`src/rtl/pet_kbd_pkg.sv`:
```
// Shared PET 2001 keyboard matrix definitions and the ASCII-to-matrix table.
package pet_kbd_pkg;

    localparam int KBD_ROWS  = 10;
    localparam int KBD_COLS  = 8;
    localparam int SHIFT_ROW = 8;
    localparam int SHIFT_COL = 0;

    // One matrix position, plus whether the character needs SHIFT held with it.
    typedef struct packed {
        logic       hit;
        logic       shift;
        logic [3:0] row;
        logic [2:0] col;
    } kbd_entry_t;

    function automatic kbd_entry_t mk_key(input logic sh, input int r, input int c);
        kbd_entry_t e;
        e.hit   = 1'b1;
        e.shift = sh;
        e.row   = 4'(r);
        e.col   = 3'(c);
        return e;
    endfunction

    // Upper-case ASCII (and a few control codes) to graphics-keyboard position.
    function automatic kbd_entry_t ascii_to_key(input logic [7:0] ch);
        kbd_entry_t e;
        e = '0;
        case (ch)
            // row 0: ! # % & ( <- HOME RIGHT
            8'h21: e = mk_key(1'b0, 0, 0);
            8'h23: e = mk_key(1'b0, 0, 1);
            8'h25: e = mk_key(1'b0, 0, 2);
            8'h26: e = mk_key(1'b0, 0, 3);
            8'h28: e = mk_key(1'b0, 0, 4);
            8'h5F: e = mk_key(1'b0, 0, 5);
            8'h0C: e = mk_key(1'b1, 0, 6); // shifted HOME clears the screen
            // row 1: " $ ' \ ) - DOWN DEL
            8'h22: e = mk_key(1'b0, 1, 0);
            8'h24: e = mk_key(1'b0, 1, 1);
            8'h27: e = mk_key(1'b0, 1, 2);
            8'h5C: e = mk_key(1'b0, 1, 3);
            8'h29: e = mk_key(1'b0, 1, 4);
            8'h08: e = mk_key(1'b0, 1, 7);
            8'h7F: e = mk_key(1'b0, 1, 7);
            // row 2: Q E T U O ^ 7 9
            8'h51: e = mk_key(1'b0, 2, 0);
            8'h45: e = mk_key(1'b0, 2, 1);
            8'h54: e = mk_key(1'b0, 2, 2);
            8'h55: e = mk_key(1'b0, 2, 3);
            8'h4F: e = mk_key(1'b0, 2, 4);
            8'h5E: e = mk_key(1'b0, 2, 5);
            8'h37: e = mk_key(1'b0, 2, 6);
            8'h39: e = mk_key(1'b0, 2, 7);
            // row 3: W R Y I P - 8 /
            8'h57: e = mk_key(1'b0, 3, 0);
            8'h52: e = mk_key(1'b0, 3, 1);
            8'h59: e = mk_key(1'b0, 3, 2);
            8'h49: e = mk_key(1'b0, 3, 3);
            8'h50: e = mk_key(1'b0, 3, 4);
            8'h38: e = mk_key(1'b0, 3, 6);
            8'h2F: e = mk_key(1'b0, 3, 7);
            // row 4: A D G J L - 4 6
            8'h41: e = mk_key(1'b0, 4, 0);
            8'h44: e = mk_key(1'b0, 4, 1);
            8'h47: e = mk_key(1'b0, 4, 2);
            8'h4A: e = mk_key(1'b0, 4, 3);
            8'h4C: e = mk_key(1'b0, 4, 4);
            8'h34: e = mk_key(1'b0, 4, 6);
            8'h36: e = mk_key(1'b0, 4, 7);
            // row 5: S F H K : - 5 *
            8'h53: e = mk_key(1'b0, 5, 0);
            8'h46: e = mk_key(1'b0, 5, 1);
            8'h48: e = mk_key(1'b0, 5, 2);
            8'h4B: e = mk_key(1'b0, 5, 3);
            8'h3A: e = mk_key(1'b0, 5, 4);
            8'h35: e = mk_key(1'b0, 5, 6);
            8'h2A: e = mk_key(1'b0, 5, 7);
            // row 6: Z C B M ; RETURN 1 3
            8'h5A: e = mk_key(1'b0, 6, 0);
            8'h43: e = mk_key(1'b0, 6, 1);
            8'h42: e = mk_key(1'b0, 6, 2);
            8'h4D: e = mk_key(1'b0, 6, 3);
            8'h3B: e = mk_key(1'b0, 6, 4);
            8'h0D: e = mk_key(1'b0, 6, 5);
            8'h31: e = mk_key(1'b0, 6, 6);
            8'h33: e = mk_key(1'b0, 6, 7);
            // row 7: X V N , ? - 2 +
            8'h58: e = mk_key(1'b0, 7, 0);
            8'h56: e = mk_key(1'b0, 7, 1);
            8'h4E: e = mk_key(1'b0, 7, 2);
            8'h2C: e = mk_key(1'b0, 7, 3);
            8'h3F: e = mk_key(1'b0, 7, 4);
            8'h32: e = mk_key(1'b0, 7, 6);
            8'h2B: e = mk_key(1'b0, 7, 7);
            // row 8: LSHIFT @ ] - > RSHIFT 0 -
            8'h40: e = mk_key(1'b0, 8, 1);
            8'h5D: e = mk_key(1'b0, 8, 2);
            8'h3E: e = mk_key(1'b0, 8, 4);
            8'h30: e = mk_key(1'b0, 8, 6);
            8'h2D: e = mk_key(1'b0, 8, 7);
            // row 9: RVS [ SPACE < STOP - . =
            8'h5B: e = mk_key(1'b0, 9, 1);
            8'h20: e = mk_key(1'b0, 9, 2);
            8'h3C: e = mk_key(1'b0, 9, 3);
            8'h03: e = mk_key(1'b0, 9, 4);
            8'h2E: e = mk_key(1'b0, 9, 6);
            8'h3D: e = mk_key(1'b0, 9, 7);
            default: e = '0;
        endcase
        return e;
    endfunction

endpackage

```
`src/rtl/pet_ascii_keymap.sv`:
```
// Combinational ASCII byte to PET keyboard matrix position lookup.
module pet_ascii_keymap
    import pet_kbd_pkg::*;
(
    input  logic [7:0] rx_byte_i,
    output logic       hit_o,
    output logic       shift_o,
    output logic [3:0] row_o,
    output logic [2:0] col_o
);

    logic [7:0] folded;
    kbd_entry_t entry;

    // Fold lower case onto upper case (graphics keyboard has no case), then look up.
    always_comb begin
        folded = rx_byte_i;
        if (rx_byte_i >= 8'h61 && rx_byte_i <= 8'h7A) begin
            folded = rx_byte_i - 8'h20;
        end
        entry   = ascii_to_key(folded);
        hit_o   = entry.hit;
        shift_o = entry.shift;
        row_o   = entry.row;
        col_o   = entry.col;
    end

endmodule

```
`src/rtl/uart_kbd_matrix.sv`:
```
// Replays received ASCII bytes as timed key presses on an emulated PET matrix.
module uart_kbd_matrix
    import pet_kbd_pkg::*;
#(
    parameter int unsigned HOLD_CYCLES       = 1500000,
    parameter int unsigned GAP_CYCLES        = 1500000,
    parameter int unsigned SHIFT_LEAD_CYCLES = 250000
) (
    input  logic       CLK,
    input  logic       RESET_N,
    input  logic [7:0] RX_DATA,
    input  logic       RX_VALID,
    output logic       RX_READY,
    input  logic [3:0] ROW_SEL,
    output logic [7:0] COL_OUT_N,
    output logic       BUSY,
    output logic       DROPPED
);

    // All three durations must be at least 1 cycle.
    localparam int unsigned MAX_HG  = (HOLD_CYCLES > GAP_CYCLES) ? HOLD_CYCLES : GAP_CYCLES;
    localparam int unsigned MAX_CYC = (MAX_HG > SHIFT_LEAD_CYCLES) ? MAX_HG : SHIFT_LEAD_CYCLES;
    localparam int          CNT_W   = $clog2(MAX_CYC) + 1;

    localparam logic [CNT_W-1:0] HOLD_LD = CNT_W'(HOLD_CYCLES - 1);
    localparam logic [CNT_W-1:0] GAP_LD  = CNT_W'(GAP_CYCLES - 1);
    localparam logic [CNT_W-1:0] LEAD_LD = CNT_W'(SHIFT_LEAD_CYCLES - 1);

    localparam logic [1:0] ST_IDLE  = 2'd0;
    localparam logic [1:0] ST_LEAD  = 2'd1;
    localparam logic [1:0] ST_PRESS = 2'd2;
    localparam logic [1:0] ST_GAP   = 2'd3;

    logic [1:0]       state_q, state_d;
    logic [CNT_W-1:0] cnt_q, cnt_d;
    logic [3:0]       key_row_q, key_row_d;
    logic [2:0]       key_col_q, key_col_d;
    logic             key_shift_q, key_shift_d;
    logic             rx_ready_q, rx_ready_d;
    logic             dropped_q, dropped_d;

    logic             map_hit, map_shift;
    logic [3:0]       map_row;
    logic [2:0]       map_col;
    logic             accept;
    logic             main_on, shift_on;
    logic [KBD_COLS-1:0] col_n;

    pet_ascii_keymap u_keymap (
        .rx_byte_i (RX_DATA),
        .hit_o     (map_hit),
        .shift_o   (map_shift),
        .row_o     (map_row),
        .col_o     (map_col)
    );

    assign accept = RX_VALID & rx_ready_q;

    // Next-state logic: accept/drop in IDLE, then count through lead, press and gap.
    always_comb begin
        state_d     = state_q;
        cnt_d       = cnt_q;
        key_row_d   = key_row_q;
        key_col_d   = key_col_q;
        key_shift_d = key_shift_q;
        dropped_d   = 1'b0;
        case (state_q)
            ST_IDLE: begin
                if (accept) begin
                    if (map_hit) begin
                        key_row_d   = map_row;
                        key_col_d   = map_col;
                        key_shift_d = map_shift;
                        if (map_shift) begin
                            state_d = ST_LEAD;
                            cnt_d   = LEAD_LD;
                        end else begin
                            state_d = ST_PRESS;
                            cnt_d   = HOLD_LD;
                        end
                    end else begin
                        dropped_d = 1'b1;
                    end
                end
            end
            ST_LEAD: begin
                if (cnt_q == '0) begin
                    state_d = ST_PRESS;
                    cnt_d   = HOLD_LD;
                end else begin
                    cnt_d = cnt_q - 1'b1;
                end
            end
            ST_PRESS: begin
                if (cnt_q == '0) begin
                    state_d = ST_GAP;
                    cnt_d   = GAP_LD;
                end else begin
                    cnt_d = cnt_q - 1'b1;
                end
            end
            default: begin
                if (cnt_q == '0) begin
                    state_d = ST_IDLE;
                end else begin
                    cnt_d = cnt_q - 1'b1;
                end
            end
        endcase
        rx_ready_d = (state_d == ST_IDLE);
    end

    // State, counter and latched key registers; reset releases every key at once.
    always_ff @(posedge CLK or negedge RESET_N) begin
        if (!RESET_N) begin
            state_q     <= ST_IDLE;
            cnt_q       <= '0;
            key_row_q   <= '0;
            key_col_q   <= '0;
            key_shift_q <= 1'b0;
            rx_ready_q  <= 1'b1;
            dropped_q   <= 1'b0;
        end else begin
            state_q     <= state_d;
            cnt_q       <= cnt_d;
            key_row_q   <= key_row_d;
            key_col_q   <= key_col_d;
            key_shift_q <= key_shift_d;
            rx_ready_q  <= rx_ready_d;
            dropped_q   <= dropped_d;
        end
    end

    assign main_on  = (state_q == ST_PRESS);
    assign shift_on = (state_q == ST_LEAD) | ((state_q == ST_PRESS) & key_shift_q);

    // Column read mux: pull low the bits of pressed keys in the row the PIA is scanning.
    always_comb begin
        col_n = '1;
        if (ROW_SEL < 4'(KBD_ROWS)) begin
            if (main_on && (ROW_SEL == key_row_q)) begin
                col_n[key_col_q] = 1'b0;
            end
            if (shift_on && (ROW_SEL == 4'(SHIFT_ROW))) begin
                col_n[SHIFT_COL] = 1'b0;
            end
        end
    end

    assign COL_OUT_N = col_n;
    assign RX_READY  = rx_ready_q;
    assign BUSY      = (state_q != ST_IDLE);
    assign DROPPED   = dropped_q;

endmodule
```
`config.mk`:
```
export PLATFORM = sky130hd
export DESIGN_NAME = uart_kbd_matrix
export DESIGN_NICKNAME = d
export VERILOG_FILES = /design/src/rtl/pet_kbd_pkg.sv /design/src/rtl/pet_ascii_keymap.sv /design/src/rtl/uart_kbd_matrix.sv
export SDC_FILE = /design/constraint.sdc
export NUM_CORES = 1
export LEC_CHECK = 0
export CORE_MARGIN = 8
export CORE_UTILIZATION = 47
export DETAILED_ROUTE_END_ITERATION = 16
export PLACE_DENSITY_LB_ADDON = 0.3
export SETUP_SLACK_MARGIN = 0.5
export SLEW_MARGIN = 40
export SYNTH_ARGS = -nofsm -noshare
export SYNTH_HDL_FRONTEND = slang
export SYNTH_HIERARCHICAL = 1
export SYNTH_SLANG_ARGS = --single-unit
```
`constraint.sdc`:
```
create_clock -name CLK -period 4 [get_ports CLK]
set_clock_uncertainty 0.05 [all_clocks]
set_input_delay 0.8 -clock CLK [delete_from_list [all_inputs] [get_ports CLK]]
set_output_delay 0.8 -clock CLK [all_outputs]
set_load 0.02 [all_outputs]
```
==> results.txt, run 1 <==
Total negative slack = 0 ns
Main flop type after synthesis = dfrtp_1
Final ANT Viol Nets = 0
FILL cells = 659
Die area = 0.01027 sq mm
Chip Height = 101.4 um
Cell Int Power = 670.2 uW
Utilization after layout = 59.03%
Initial Utilization = 47.98%
Fin area = 0.004213 sq mm
Req. time, crit path = 4.13 ns
Initial DRC Count = 248
Fin crit period = 3.389 ns
Sequential power share = 37.8%
Slew at the pin with the worst max-slew slack = 0.7917 ns
Yosys cell types = 75
RSZ-0062 raised after global routing = no
Root buf cell = clkbuf_8
Logic pwr share = 19.3%
DR vias = 3,655
Synth warn = 6
Pwr/cell area = 215.6 mW/mm^2
Post-Place Cells = 552
CTS H-tree depth = 2
Net Switching = 238.2 uW
Die W = 101.4 um
Sw frac = 26.22%
DR pass1 iterations = 7
DRC = 0
Critical Path End Type = register
Post-synth EDFFs = 0
Row count = 31
Setup Crit Path Kind = in -> reg
Syn avg cell area = 7.909 sq um
Total wire length = 10,210 um
Pins Over Slew Limit = 0
Critical Path AT = 3.52 ns
Hold Path Class = reg -> reg
Cell Area, Synth = 0.003425 sq mm
Post-place setup slack = -0.09971 ns
Placed Area = 0.003864 sq mm
Cells after synthesis = 433
Vias/cell = 6.368
Clock Tree Buf Depth = 2
# clock sinks = 34
Maximum clock frequency = 0.2950 GHz
RD Place Congestion = 0.9651
GRT overflow = 0
Global-route wire length before repair = 16,550 um
Vias in the first global route = 3,355
Post-synthesis sequential area ratio = 24.88%
Synth-to-layout area growth = 23.02%
P_leak = 1.738 nW
CTS tree = done
Final Setup Violations = 0
Most frequent cells in the layout = nand2_1, dfrtp_1, nor2_1, buf_4, o21ai_0
Worst skew pair latency = 0.30 ns
FFs w/ async S/R, synth = 100.0%
Routed WL per cell = 17.78 um
Final Hold Fails = 0
Nets = 505
Most common cell after layout, fill and taps aside = nand2_1
Multi-input logic area = 0.002489 sq mm
Setup ws final = 0.6107 ns
Port Buf Inserts = 25
GRT Util Overall = 19.83%
Max_cap viols = 0
Hold buffer count at CTS = 0
Reg clk slew, reported paths = 0.08 ns
N_diodes = 0
Period utilisation layout = 84.73%
Crit start category = input pin
Sequential standard cell area = 852.1 sq um
Largest net degree at the start of global routing = 35
DPL Wire Length = 7283 um
Num ports = 26
Crit Path Max Fanout = 5
Synthesized flop and latch total = 34
Finished Layout Cells = 574
Peak VDD IR = 0.1325 mV
Clk network pwr share = 42.9%
Core Region = 0.007137 sq mm
Cts bufs inserted = 5
Mapped Nets = 464
Status = complete, no violations
Relative slew slack = 46.74%
Layout cell share with drive strength beyond 1 = 18.32%
R2r setup slk = 1.13 ns
Initial antenna violation count = 0
==> flip-flops by register name, indices dropped and copies added (netlist names) <==
signal	flops
DROPPED	1
state_q	2
cnt_q	22
key_shift_q	1
key_col_q	3
key_row_q	4
RX_READY	1
==> layer usage <==
layer / part of all wire, % / track usage [%] / up-vias
met5: 0 / 0 / -
met3: 5.0 / 2.543 / 28
met4: 2.6 / 6.415 / 0
li1: - / - / 1742
met2: 51 / 35.68 / 144
met1: 42 / 23.70 / 1741
==> power groups by stage <==
stage / Clock, mW / Sequential, mW / Combinational [mW]
2_1_floorplan: 0 / 0.350 / 0.101
3_3_place_gp: 0 / 0.350 / 0.161
3_5_place_dp: 0 / 0.350 / 0.161
4_1_cts: 0.389 / 0.344 / 0.168
5_1_grt: 0.406 / 0.343 / 0.190
6_report: 0.390 / 0.343 / 0.175
==> area by class of cell <==
type,instances,area share (%)
multi-input cells,357,59.07
flip-flops and latches,34,20.23
repair buffers,59,12.98
well taps,99,2.940
clock buffers,5,1.634
clock inverters,3,1.634
inverters,17,1.515
==> synthesized netlist by cell type (6+ instances only) <==
| cell | n | share of area (%) |
|---|---|---|
| nand4_1 | 8 | 1.5 |
| a221o_1 | 9 | 2.6 |
| inv_1 | 16 | 1.8 |
| o21ai_0 | 27 | 3.9 |
| a21oi_1 | 14 | 2.0 |
| o22a_1 | 6 | 1.5 |
| nand3_1 | 12 | 1.8 |
| a211oi_1 | 8 | 1.8 |
| buf_2 | 7 | 1.0 |
| dfrtp_1 | 33 | 24 |
| clkbuf_1 | 16 | 1.8 |
| or2_2 | 8 | 1.5 |
| and3_1 | 8 | 1.5 |
| nor4_1 | 8 | 1.5 |
| nor2b_1 | 6 | 1.1 |
| ha_1 | 16 | 5.8 |
| nand2b_1 | 9 | 1.6 |
| a22oi_1 | 7 | 1.5 |
| a31oi_1 | 6 | 1.1 |
| and2_1 | 6 | 1.1 |
| nand2_1 | 55 | 6.0 |
| nor2_1 | 33 | 3.6 |
| nor3_1 | 16 | 2.3 |
==> worst paths after layout <==
path / cells after the start / startpoint / endpoint
max: 13 / RX_DATA[6] / cnt_q[20]$_DFFE_PN0P_
min in group asynchronous: 2 / RESET_N / cnt_q[13]$_DFFE_PN0P_
min reg2reg: 2 / key_shift_q$_DFFE_PN0P_ / key_shift_q$_DFFE_PN0P_
max in group asynchronous: 2 / RESET_N / RX_READY$_DFF_PN1_
min: 2 / key_shift_q$_DFFE_PN0P_ / key_shift_q$_DFFE_PN0P_
max reg2reg: 7 / cnt_q[0]$_DFFE_PN0P_ / cnt_q[20]$_DFFE_PN0P_
==> kinds of logic (layout without fill, tap and decap cells) <==
logic type / count (synthesis) / in the layout / share of synthesized area [%]
xor gates and xnor gates: 4 / 4 / 1.023
adders and majority gates: 16 / 16 / 5.846
muxes: 10 / 10 / 3.909
and+or+nand+nor: 188 / 188 / 28.13
DFF: 34 / 34 / 24.88
buffers and inverters: 43 / 84 / 5.407
AOI/OAI and AO/OA: 138 / 139 / 30.80
==> critical path: stages <==
cell	delay, ns
clkdlybuf4s50_1	0.47
inv_1	0.12
ha_1	0.31
nand3_2	0.13
o31ai_2	0.31
and2_4	0.22
and3_4	0.18
nand2b_1	0.14
nor2_1	0.09
a31oi_4	0.24
buf_4	0.16
o21ai_2	0.05
a221o_1	0.29
==> timing repair <==
action                     4_1_cts  5_1_grt
setup endpoints to repair       12       29
pin swaps                        4        7
cloned                           1        0
buffers inserted                 7        6
resized for setup                8       22
==> through the flow <==
step / power [mW] / hold slack (ns)
after global routing: 0.9400 / 0.4906
after detailed placement: 0.5112 / 0.4267
after CTS: 0.9002 / 0.4440
after global placement: 0.5113 / 0.4162
after floorplan: 0.4511 / 0.4001
final: 0.9084 / 0.4395
Note: power is estimated with default switching activity, not from simulation.
==> run 2: changes to the inputs <==
==> constraint.sdc (replaced) <==
create_clock -name CLK -period 2.8 [get_ports CLK]
set_clock_uncertainty 0.05 [all_clocks]
set_input_delay 0.56 -clock CLK [delete_from_list [all_inputs] [get_ports CLK]]
set_output_delay 0.56 -clock CLK [all_outputs]
set_load 0.02 [all_outputs]
==> run 2 against run 1 <==
Against the previous run:
- first-iteration DRC count grew to 2.6 times the previous value
- via count is 19% higher
- die area stayed put
- worst setup slack worse by 0.57 ns
- register-to-register slack worse by 0.93 ns
- critical path type unchanged
- critical endpoint is now cnt_q[9]$_DFFE_PN0P_
- largest cell class unchanged
- highest routed layer unchanged
==> results.txt, run 2 (synthesis results as in run 1) <==
Hold Path Class = reg -> reg
Row count = 31 (unchanged)
Worst skew pair latency = 0.29 ns (about the same)
Most frequent cells in the layout = buf_4, nand2_1, dfrtp_1, nor2_1, buf_6
Final Hold Fails = 0 (unchanged)
Finished Layout Cells = 648 (+13%)
Layout cell share with drive strength beyond 1 = 42.26% (+24 points)
Fin crit period = 2.764 ns
Final ANT Viol Nets = 0 (unchanged)
Max reg flops = 22 (unchanged)
Max_cap viols = 0 (unchanged)
Vias in the first global route = 4,040 (+20%)
DRC = 0 (unchanged)
Period utilisation layout = 98.70%
Port Buf Inserts = 25 (unchanged)
Pins Over Slew Limit = 0 (unchanged)
FILL cells = 493 (-25%)
Status = complete, no violations
Vias/cell = 6.735 (+5.8%)
Relative slew slack = 61.73% (+15 points)
# clock sinks = 34 (unchanged)
Slew at the pin with the worst max-slew slack = 0.5728 ns (-0.2189 ns)
Die W = 101.4 um (unchanged)
DR vias = 4,364 (+19%)
FF-to-FF path depth = 8 (+1)
RD Place Congestion = 0.9683 (+0.33%)
Crit start category = input pin
Most common cell after layout, fill and taps aside = buf_4
Sequential standard cell area = 854.6 sq um (+0.29%)
Peak VDD IR = 0.1749 mV (+32%)
Num ports = 26 (unchanged)
GRT Util Overall = 24.03% (+4.2 points)
Core Region = 0.007137 sq mm (unchanged)
Worst Hold Path Cells = 2 (unchanged)
Die area = 0.01027 sq mm (unchanged)
Final Setup Violations = 0 (unchanged)
Root buf cell = clkbuf_8
Regs by FF count = cnt_q: 22 flops, key_row_q: 4 flops, key_col_q: 3 flops
Chip Height = 101.4 um (unchanged)
Cts bufs inserted = 5 (unchanged)
P_leak = 2.209 nW (+27%)
N_diodes = 0 (unchanged)
Nets = 580 (+15%)
PnR Total Power = 1.295 mW (+43%)
Multi-input logic area = 0.002877 sq mm (+16%)
CTS tree = done
Setup Crit Path Kind = in -> reg
Req. time, crit path = 2.98 ns (-1.15 ns)
CTS H-tree depth = 2 (unchanged)
Reg with most FFs = cnt_q
Crit Path Max Fanout = 7 (+2)
Initial DRC Count = 634 (+160%)
Largest net degree at the start of global routing = 35 (unchanged)
GRT overflow = 0 (unchanged)
Post-Place Cells = 604 (+9.4%)
Pwr/cell area = 248.1 mW/mm^2 (+15%)
Global-route wire length before repair = 19,840 um (+20%)
RSZ-0062 raised after global routing = yes
Routed WL per cell = 20.14 um (+13%)
DR pass1 iterations = 5 (-2)
Initial antenna violation count = 0 (unchanged)
Clock Tree Buf Depth = 2 (unchanged)
Reg clk slew, reported paths = 0.07 ns (about the same)
Synth-to-layout area growth = 52.39%
Total wire length = 13,050 um (+28%)
Initial Utilization = 47.98% (unchanged)
Critical Path AT = 2.95 ns (-0.57 ns)
Maximum clock frequency = 0.3618 GHz
Critical Path End Type = register
DPL Wire Length = 7940 um (+9.0%)
-- run 2: changes by cell type in the layout (fill, tap and decap cells not counted), sizes merged --
cell / change
buf: +87
clkdlybuf4s50: -11
dlymetal6s2s: -9
bufinv: -1
clkinv: -1
o31a: -1
clkdlybuf4s15: +3
clkbuf: +3
dlygate4sd2: +3
nor2: +1
-- run 2: worst paths after layout --
| check | startpoint | end | slack, ns |
|---|---|---|---|
| setup / recovery | RX_DATA[0] | cnt_q[9]$_DFFE_PN0P_ | 0.04 |
| hold / removal | key_shift_q$_DFFE_PN0P_ | key_shift_q$_DFFE_PN0P_ | 0.45 |
| setup reg to reg | cnt_q[0]$_DFFE_PN0P_ | cnt_q[8]$_DFFE_PN0P_ | 0.20 |
| hold reg to reg | key_shift_q$_DFFE_PN0P_ | key_shift_q$_DFFE_PN0P_ | 0.45 |
| max in group asynchronous | RESET_N | cnt_q[15]$_DFFE_PN0P_ | 1.74 |
| min in group asynchronous | RESET_N | state_q[1]$_DFF_PN0_ | 0.62 |
-- run 2: area by class of cell --
cell class                      count  area share [%]
Clock inverter                      1          0.5754
Timing Repair Buffer              134           22.46
Inverter                           17           1.510
Sequential cell                    34           16.37
Multi-Input combinational cell    357           55.12
Clock buffer                        6           1.582
Tap cell                           99           2.374
-- run 2: critical path, stage by stage --
cell and delay [ns]:
buf_12 0.09, inv_8 0.03, ha_4 0.14, nand2b_4 0.14, a211oi_4 0.27, buf_4 0.17
o41ai_4 0.06, and2_4 0.18, a21oi_4 0.20, nand3_2 0.12, a22oi_2 0.23, o31a_1 0.31
buf_12 0.16, o311a_1 0.16, a221o_1 0.11
-- run 2: metal layers --
metal | wire length [um] | up-vias | global-route usage, %
met2 | 5992 | 343 | 37.75
met1 | 5138 | 2053 | 31.19
met3 | 1401 | 76 | 5.704
li1 | - | 1892 | -
met4 | 516 | 0 | 8.935
met5 | 0 | - | 0
-- run 2: stage by stage --
stage / setup TNS [ns] / utilization [%] / worst slack [ns] / area (sq um) / hold slack, ns
6_report: 0 / 73.12 / 0.03642 / 5219 / 0.4542
5_1_grt: -0.2496 / 73.12 / -0.06260 / 5219 / 0.4830
4_1_cts: 0 / 69.16 / 0.1937 / 4936 / 0.4489
3_5_place_dp: -21.30 / 61.04 / -0.7841 / 4357 / 0.4402
3_3_place_gp: -19.24 / 61.04 / -0.7221 / 4357 / 0.4159
2_1_floorplan: -1.319 / - / -0.1870 / 3605 / 0.2144
-- run 2: repair_timing --
action | CTS | global route
hold endpoints to repair | 0 | 0
endpoints found under the setup margin | 43 | 41
cloned | 2 | 0
buffers inserted | 27 | 8
resized for setup | 128 | 61
hold buffers | 0 | 0
pin swaps | 60 | 32
-- run 2: where the power goes --
group          leakage [nW]  internal [mW]  switching [mW]
logic                  1.77          0.159           0.172
registers             0.386          0.491               0
clock network        0.0573          0.285           0.188
